**src/rtl/fir_out_fifo_if.sv**
```systemverilog
// AXI-Stream beat bundle used on both sides of the FIR output elastic buffer.
interface fir_out_fifo_if #(
    parameter int DW = 32
);
    logic          tvalid;
    logic [DW-1:0] tdata;
    logic          tlast;
    logic          tready;

    // A beat transfers on a rising edge where tvalid && tready; the master holds tdata/tlast stable while tvalid && !tready.
    modport master (output tvalid, output tdata, output tlast, input tready);
    modport slave  (input tvalid, input tdata, input tlast, output tready);
endinterface

```
**src/rtl/fir_out_fifo.sv**
```systemverilog
// Elastic buffer behind the FIR output: stores {tlast, tdata} beats, checks frame
// length against cfg_len on the input side and pulses frame_done on each tlast beat out.
module fir_out_fifo #(
    parameter int pDATA_WIDTH = 32,
    parameter int pADDR_W     = 4
) (
    input  logic               axis_clk,
    input  logic               axis_rst_n,
    fir_out_fifo_if.slave      s_axis,
    fir_out_fifo_if.master     m_axis,
    input  logic [31:0]        cfg_len,
    input  logic               clr_err,
    output logic [pADDR_W:0]   level,
    output logic               frame_done,
    output logic               len_err
);
    localparam int                 pDEPTH  = 1 << pADDR_W;
    localparam logic [pADDR_W:0]   LV_FULL = (pADDR_W + 1)'(pDEPTH);
    localparam logic [pADDR_W:0]   LV_ONE  = (pADDR_W + 1)'(1);
    localparam logic [pADDR_W-1:0] PTR_ONE = pADDR_W'(1);

    logic [pDATA_WIDTH:0]   r_mem [pDEPTH];
    logic [pADDR_W-1:0]     r_wr_ptr;
    logic [pADDR_W-1:0]     r_rd_ptr;
    logic [pADDR_W:0]       r_level;
    logic [31:0]            r_in_cnt;
    logic                   r_len_err;
    logic                   r_frame_done;

    logic                   w_full;
    logic                   w_empty;
    logic                   w_s_ready;
    logic                   w_m_valid;
    logic                   w_push;
    logic                   w_pop;
    logic [pDATA_WIDTH:0]   w_head;
    logic [31:0]            w_cnt_inc;
    logic [31:0]            w_cnt_nxt;
    logic                   w_len_evt;

    assign w_full    = (r_level == LV_FULL);
    assign w_empty   = (r_level == '0);
    // Both sides are held idle for the whole time reset is asserted, not only after its first edge.
    assign w_s_ready = axis_rst_n & ~w_full;
    assign w_m_valid = axis_rst_n & ~w_empty;
    assign w_push    = s_axis.tvalid & w_s_ready;
    assign w_pop     = w_m_valid & m_axis.tready;
    assign w_head    = r_mem[r_rd_ptr];

    assign s_axis.tready = w_s_ready;
    assign m_axis.tvalid = w_m_valid;
    assign m_axis.tdata  = w_head[pDATA_WIDTH-1:0];
    assign m_axis.tlast  = w_head[pDATA_WIDTH];
    assign level         = r_level;
    assign frame_done    = r_frame_done;
    assign len_err       = r_len_err;

    always_ff @(posedge axis_clk) begin
        if (w_push) begin
            r_mem[r_wr_ptr] <= {s_axis.tlast, s_axis.tdata};
        end
    end

    always_ff @(posedge axis_clk) begin
        if (!axis_rst_n) begin
            r_wr_ptr <= '0;
            r_rd_ptr <= '0;
            r_level  <= '0;
        end else begin
            if (w_push) begin
                r_wr_ptr <= r_wr_ptr + PTR_ONE;
            end
            if (w_pop) begin
                r_rd_ptr <= r_rd_ptr + PTR_ONE;
            end
            case ({w_push, w_pop})
                2'b10:   r_level <= r_level + LV_ONE;
                2'b01:   r_level <= r_level - LV_ONE;
                default: r_level <= r_level;
            endcase
        end
    end

    assign w_cnt_inc = r_in_cnt + 32'd1;

    // A frame ends either on tlast or when the programmed length is reached without it.
    always_comb begin
        w_len_evt = 1'b0;
        w_cnt_nxt = r_in_cnt;
        if (w_push) begin
            if (s_axis.tlast) begin
                w_len_evt = (cfg_len != 32'd0) && (w_cnt_inc != cfg_len);
                w_cnt_nxt = 32'd0;
            end else if ((cfg_len != 32'd0) && (w_cnt_inc == cfg_len)) begin
                w_len_evt = 1'b1;
                w_cnt_nxt = 32'd0;
            end else begin
                w_cnt_nxt = w_cnt_inc;
            end
        end
    end

    always_ff @(posedge axis_clk) begin
        if (!axis_rst_n) begin
            r_in_cnt     <= 32'd0;
            r_len_err    <= 1'b0;
            r_frame_done <= 1'b0;
        end else begin
            r_in_cnt     <= w_cnt_nxt;
            r_frame_done <= w_pop & w_head[pDATA_WIDTH];
            if (w_len_evt) begin
                r_len_err <= 1'b1;
            end else if (clr_err) begin
                r_len_err <= 1'b0;
            end
        end
    end
endmodule

```
**src/flat_wrapper.sv**
```systemverilog
// flat-port wrapper written by rule: the top's interface ports become plain ports
module fir_out_fifo_flat 
#(
    parameter int pDATA_WIDTH = 32,
    parameter int pADDR_W     = 4
)
  (axis_clk, axis_rst_n, cfg_len, clr_err, level, frame_done, len_err, s_axis_tvalid, s_axis_tdata, s_axis_tlast, s_axis_tready, m_axis_tvalid, m_axis_tdata, m_axis_tlast, m_axis_tready);
  fir_out_fifo_if #(.DW((32))) s_axis_i ();
  fir_out_fifo_if #(.DW((32))) m_axis_i ();
  input  logic axis_clk;
  input  logic axis_rst_n;
  input  logic [31:0] cfg_len;
  input  logic clr_err;
  output logic [pADDR_W:0] level;
  output logic frame_done;
  output logic len_err;
  input wire logic [$bits(s_axis_i.tvalid)-1:0] s_axis_tvalid;
  input wire logic [$bits(s_axis_i.tdata)-1:0] s_axis_tdata;
  input wire logic [$bits(s_axis_i.tlast)-1:0] s_axis_tlast;
  output wire logic [$bits(s_axis_i.tready)-1:0] s_axis_tready;
  output wire logic [$bits(m_axis_i.tvalid)-1:0] m_axis_tvalid;
  output wire logic [$bits(m_axis_i.tdata)-1:0] m_axis_tdata;
  output wire logic [$bits(m_axis_i.tlast)-1:0] m_axis_tlast;
  input wire logic [$bits(m_axis_i.tready)-1:0] m_axis_tready;
  assign s_axis_i.tvalid = s_axis_tvalid;
  assign s_axis_i.tdata = s_axis_tdata;
  assign s_axis_i.tlast = s_axis_tlast;
  assign s_axis_tready = s_axis_i.tready;
  assign m_axis_tvalid = m_axis_i.tvalid;
  assign m_axis_tdata = m_axis_i.tdata;
  assign m_axis_tlast = m_axis_i.tlast;
  assign m_axis_i.tready = m_axis_tready;
  fir_out_fifo #(.pDATA_WIDTH(pDATA_WIDTH), .pADDR_W(pADDR_W)) u_core (.axis_clk(axis_clk), .axis_rst_n(axis_rst_n), .s_axis(s_axis_i), .m_axis(m_axis_i), .cfg_len(cfg_len), .clr_err(clr_err), .level(level), .frame_done(frame_done), .len_err(len_err));
endmodule
```
**config.mk**
```make
export PLATFORM = sky130hd
export DESIGN_NAME = fir_out_fifo_flat
export DESIGN_NICKNAME = d
export VERILOG_FILES = /design/src/rtl/fir_out_fifo_if.sv /design/src/rtl/fir_out_fifo.sv /design/src/flat_wrapper.sv
export SDC_FILE = /design/constraint.sdc
export NUM_CORES = 1
export LEC_CHECK = 0
export ABC_AREA = 1
export BUFFER_PORTS_ARGS = -buffer_cell sky130_fd_sc_hd__clkbuf_2
export CORE_MARGIN = 2
export CORE_UTILIZATION = 45
export CTS_BUF_LIST = sky130_fd_sc_hd__clkbuf_8 sky130_fd_sc_hd__clkbuf_16
export CTS_CLUSTER_DIAMETER = 40
export DETAILED_ROUTE_END_ITERATION = 7
export SETUP_SLACK_MARGIN = 0.4
export SYNTH_ARGS = -nofsm -noshare
export SYNTH_HDL_FRONTEND = slang
export SYNTH_SLANG_ARGS = --single-unit
```
**constraint.sdc**
```tcl
create_clock -name axis_clk -period 3.1 [get_ports axis_clk]
set_input_delay 0.31 -clock axis_clk [delete_from_list [all_inputs] [get_ports axis_clk]]
set_output_delay 0.31 -clock axis_clk [all_outputs]
set_load 0.02 [all_outputs]
```
======== After elaboration in Yosys (flattened, before gate mapping) ========
Memory sizes are Yosys's and may differ from the RTL's. A register that Yosys moved wholly into a read port is not among the register bits.
Cells that the tools add are included.
storage, ports and cells
  memory bits (writable) .................. 528
  bits in registers ....................... 47
  output and inout port bits .............. 42
  memories ................................ 1
  bits of input ports ..................... 70
memories
  name          depth  bits a word  rd ports  clocked after memory_dff  write ports  RTL line            source
  u_core.r_mem  16     33           1         1                         1            fir_out_fifo.sv:22  logic [pDATA_WIDTH:0] r_mem [pDEPTH];
operators by class
  reduce and logical (&&, ||, !) cells .... 6
  add/subtract/negate cells ............... 5
  bitwise gates (word level) .............. 7
  eq/ne operators ......................... 5
  multiplexer cells ....................... 12
operators with widths
  operator               count
  $mux 32                2
  $add 32x1->32 const B  1
  $eq 32x32->1           1
  $ne 32x32->1           1
  $reduce_bool 32->1     1
  $pmux 5 s2             1
  $add 4x1->4 const B    2
  $mux 4                 2
  $mux 1                 7
  $add 5x1->5 const B    1
  $and 1x1->1            5
  $eq 5x5->1 const B     1
  $logic_not 5->1        1
  $sub 5x1->5 const B    1
  $reduce_bool 2->1      2
  $eq 2x1->1 const B     1
  $eq 2x2->1 const B     1
  $logic_and 1x1->1      2
  $not 1->1              2

======== Longest topological paths before layout ========
  depth after elaboration ................. 7
  mapped depth ............................ 18

======== Worst setup path before layout ========
OpenSTA, ideal clock, no wires.
  path kind ............................... register to register
  start point ............................. register u_core.r_level[0] (netlist: u_core.level[0])
  end point ............................... memory u_core.r_mem[11][0] (netlist name), enable pin
  clock period less this slack ............ 3.051 ns
  cell stages (with the launch flop) ...... 9
  buffers on the path ..................... 0
  arrival time ............................ 2.628 ns
  setup slack ............................. 0.049 ns
  cell sequence ........................... dfxtp_1 -> nor4_1 -> nand2_1 -> nand2_1 -> inv_1 -> nand2_1 -> inv_1 -> nand2_1 -> nor2_1
on the way
  longest elaborated chain between the ends .. 6
RTL lines
  element                       RTL line            source
  start: declaration            fir_out_fifo.sv:25  logic [pADDR_W:0] r_level;
  start signal: assignment      fir_out_fifo.sv:77  2'b10: r_level <= r_level + LV_ONE;
  start signal: assignment      fir_out_fifo.sv:78  2'b01: r_level <= r_level - LV_ONE;
  start signal: assignment      fir_out_fifo.sv:79  default: r_level <= r_level;
  $eq 5x5->1                    fir_out_fifo.sv:41  assign w_full = (r_level == LV_FULL);
  $not 1->1                     fir_out_fifo.sv:44  assign w_s_ready = axis_rst_n & ~w_full;
  $and 1x1->1                   fir_out_fifo.sv:44
  via s_axis_tready             flat_wrapper.sv:20  output wire logic [$bits(s_axis_i.tready)-1:0] s_axis_tready;
  $and 1x1->1                   fir_out_fifo.sv:46  assign w_push = s_axis.tvalid & w_s_ready;
  $mux 1                        fir_out_fifo.sv:59  if (w_push) begin
  $mux 1 (implied by the code)  fir_out_fifo.sv:60  r_mem[r_wr_ptr] <= {s_axis.tlast, s_axis.tdata};
  end: declaration              fir_out_fifo.sv:22
The timed path passes the listed nets, and every way through them passes these cells.

======== Final worst setup path ========
  start point ............................. register u_core.r_level[0] (netlist: u_core.level[0])
  end point ............................... memory u_core.r_mem[7][6] (netlist name), enable pin
on the way
  longest elaborated chain between the ends .. 6
RTL lines
  element                       RTL line
  $eq 5x5->1                    fir_out_fifo.sv:41
  $not 1->1                     fir_out_fifo.sv:44
  $and 1x1->1                   fir_out_fifo.sv:44
  $and 1x1->1                   fir_out_fifo.sv:46
  $mux 1                        fir_out_fifo.sv:59
  $mux 1 (implied by the code)  fir_out_fifo.sv:60
No other way between the ends.

==> impl_results.md <==
* Outcome: finished, final reports clean
* Clock buffer count from CTS at 84
* Initial antenna violation count at 3
* Vias in the first global route at 17000
* Clock Root Buffer: sky130_fd_sc_hd__clkbuf_16
* Most common cell after layout, fill and taps aside: sky130_fd_sc_hd__edfxtp_1
* Critical Setup Path Class: reg -> reg
* Max capacitance violation total at 0
* Wire length of the first global-routing pass at approximately 100000 microns
* Final estimated routing congestion in global placement at 0.946
* CTS Buffer Depth at 3
* Leftover overflow at the end of global routing at 0
* Ratio of cells with drive above 1 in the final layout at 0.191
* Synthesized netlist net count at approximately 2300
* Clock transition time at the flip-flop clock pins of the worst setup and hold paths at about 0.05 ns
* GR Util met3 at 0.0408
* Final Net Count at 2443
* Avg Synthesized Cell Area at between 10 and 15 sq um
* Final HPWL DP at 37400 microns
* Sum of negative setup slack at 0 ns
* Clock tree skew after final layout at about 0.028 ns
* Die width at 240 microns
* CP max FO at 21
* Capture point of the worst reg-to-reg path: u_core.r_mem[7][6]$_DFFE_PP_
* Period utilization at 0.857
* Wire length per cell after detailed routing at 21.8 microns
* Initial drt markers at 1635
* Minimum clock period at 2.66 ns
* Total iterations of the first detailed-routing run at 5
* Cell with the largest stage delay on the worst path: sky130_fd_sc_hd__nor2_4
* Kind of capture point of the worst setup path: register
* Crit path cell chain: nor4_2 > nand2_1 > nand2_1 > inv_1 > nand2_2 > inv_1 > nand2_1 > nor2_4 > buf_4
* Worst max-slew margin expressed relative to the limit at 0.308
* Boundary Pins at 112
* Die Ht at 240 microns
* Class of the tightest hold or removal check: in -> reg
* Cell depth of the worst hold path at 3
* Count of buffers inserted at the top-level ports at 111
* Remaining design rule violation count at 0
* Internal power component at 0.0157 W
* Hold Vio Cnt, Final at 0
* Wire length after detailed routing at 69300 microns
* Sink of the worst hold path: u_core.r_wr_ptr[0]$_SDFFE_PN0P_
* R2R Path Start: u_core.level[0]$_SDFFE_PN0P_
* Cell family with the largest share of critical-path delay: simple AND/OR/NAND/NOR gates
* Number of sinks handled by clock tree synthesis at 579
* Largest vdd supply drop at 463 uV
* Slew Limit Fails at 0
* Worst Path Arrival at around 3 ns
* Cell row count at 86
* Synthesis-to-layout area growth at 24.0%
* Number of distinct library cells after synthesis at 35
* Post-layout total power at 0.0207 W
* Placeable core region at 0.0552 sq mm
* Switching pwr at 0.00501 W
* Nature of the critical path startpoint: register
* Yosys reg bits at 579
* Clock insertion delay at the later pin of the skew report at 0.64 ns
* Fraction of the yosys area taken by sequential cells at 0.672
* Combined global-route utilization of all metal layers at 0.238
* Number of instances in the synthesized netlist at 2174
* Worst reg-to-reg setup slack at 0.44 ns
* Residual antenna-violating net count after detailed routing at 0
* Setup repair after global routing missed its margin: true
* Global-route track usage on met1 at 0.332
* Pin count of the biggest net entering global routing at 67
* Static Leak at 11.0 nW
* Critical path data required time at 3.43 ns
* Proportion of power drawn by the clock network at 0.484
* Routed via count divided by cell count at roughly 5.5
* Worst-Margin Slew at 1.03 ns
* Peak per-stage delay on the critical path at 0.84 ns
* Number of vias in the routed layout at ~18000
* Die footprint at ~0.058 sq mm
* Final count of negative-setup-slack endpoints at 0
* Area of the mapped netlist at 0.0251 sq mm
* Commonest cells after routing, fill and taps aside: sky130_fd_sc_hd__edfxtp_1, sky130_fd_sc_hd__nand2_1, sky130_fd_sc_hd__inv_1, sky130_fd_sc_hd__a21oi_1, sky130_fd_sc_hd__o21ai_0
* Met2 Resource Use GR at 0.374
* Switch share at 0.242
* Cell count of the worst reg-to-reg path at 9
* Starting utilization of the core area at 0.455
* Most Crowded Layer GR: met2
* Worst Hold Launch: s_axis_tvalid
* H-Tree Level Count at 3
* Top cell by count, worst path: sky130_fd_sc_hd__nand2_1
* Pwr/cell area at 663 mW/mm^2
* Combinational Power Share at 0.099
* Timing startpoint of the critical path: u_core.level[0]$_SDFFE_PN0P_
* Achievable Freq at 376 MHz
* Buffers plus inverters on the worst setup path at 3
* Yosys warnings at 0
* Sequential share of power at 0.417
* TritonCTS clock tree: yes
-- power by group through the flow --
| stage | clock [W] | combinational, W | sequential (W) |
|---|---|---|---|
| after global routing | 0.0105 | 0.00222 | 0.00863 |
| after floorplan | 0 | 0.00108 | 0.00879 |
| final | 0.0100 | 0.00204 | 0.00863 |
| after detailed placement | 0 | 0.00170 | 0.00879 |
| after CTS | 0.0102 | 0.00189 | 0.00862 |
| after global placement | 0 | 0.00168 | 0.00879 |
-- final cells by class --
class	instances	area, sq um
fillers	4586	24000
clock inverters	69	843
inverters	232	878
diodes	1	2.50
well taps	748	936
repair buffers	210	2110
clock buffers	88	2170
flip-flops and latches	579	16900
multi-input cells	1255	7320
-- cells by family (layout without fill, tap and decap cells) --
logic type               count (synthesis)  in the layout  synth area share
AO/OA/AOI/OAI                          514            514             0.116
XOR/XNOR                                 4              4           0.00139
adder cells (fa/ha/maj)                 11             11           0.00578
buffers and inverters                  340            599            0.0523
flip-flops                             579            579             0.672
multiplexers                           132            132            0.0526
other                                    0              1                 0
AND/OR/NAND/NOR                        594            594             0.100
-- cell usage after synthesis, drive strengths merged --
cell | number | area [sq um]
o211ai | 132 | 991
a2111oi | 1 | 8.76
a21oi | 195 | 976
inv | 231 | 867
a31oi | 2 | 12.5
edfxtp | 528 | 15900
a211oi | 1 | 7.51
o21a | 1 | 7.51
o21ai | 182 | 915
nand3b | 5 | 37.5
mux2i | 132 | 1320
nor2 | 126 | 537
nand4 | 9 | 62.6
and2 | 2 | 12.5
dfxtp | 51 | 1020
fa | 1 | 20.0
buf | 29 | 148
nand3 | 110 | 556
clkinv | 1 | 3.75
ha | 10 | 125
nor4 | 7 | 43.8
clkbuf | 79 | 297
xnor2 | 4 | 35.0
nand2 | 335 | 1270
-- layer usage --
metal / wire [microns] / vias to the layer above
met3: 4200 / 143
met2: 31700 / 559
met1: 31400 / 8611
met4: 1960 / 4
met5: 23 / -
li1: - / 8198
-- registers in the layout, indices dropped and copies added (netlist names), named ones only --
signal             count
u_core.frame_done      1
u_core.len_err         1
u_core.r_wr_ptr        4
u_core.r_mem         528
u_core.r_in_cnt       32
u_core.r_rd_ptr        4
u_core.level           5
-- stage by stage --
stage / setup WS (ns) / utilization / hold slack (ns) / instances / cell area, sq um
finish: 0.442 / 0.565 / 0.0852 / 3182 / 31200
global route: 0.267 / 0.565 / 0.0761 / 3182 / 31200
CTS: 0.308 / 0.553 / 0.0654 / 3156 / 30500
detailed placement: 0.164 / 0.490 / 0.457 / 2978 / 27000
global placement: 0.180 / 0.490 / 0.451 / 2978 / 27000
floorplan: 0.0492 / - / 0.409 / 2174 / 25100
-- worst max path at each step --
stage,to,slack (ns),depth (start not counted)
after CTS,u_core.r_mem[7][6]$_DFFE_PP_,0.31,9
after floorplan,u_core.r_mem[11][0]$_DFFE_PP_,0.05,8
after detailed placement,u_core.r_in_cnt[13]$_SDFFE_PN0P_,0.16,15
after global placement,u_core.r_in_cnt[10]$_SDFFE_PN0P_,0.18,15
final,u_core.r_mem[7][6]$_DFFE_PP_,0.44,9
after global routing,u_core.r_mem[11][12]$_DFFE_PP_,0.27,9
-- repair_timing --
item | in CTS | in global routing
pin swaps | 10 | 34
hold buffers | 2 | 0
endpoints found under the hold margin | 4 | 0
gates cloned | 6 | 10
setup buffers | 13 | 15
setup endpoints to repair | 109 | 213
resized for setup | 30 | 125
-- tightest hold or removal path, cell delays in order --
cell and delay (ns):
sky130_fd_sc_hd__clkbuf_2 0.10, sky130_fd_sc_hd__nand2_2 0.15, sky130_fd_sc_hd__a21oi_1 0.09
(Power assumes the default switching activity.)
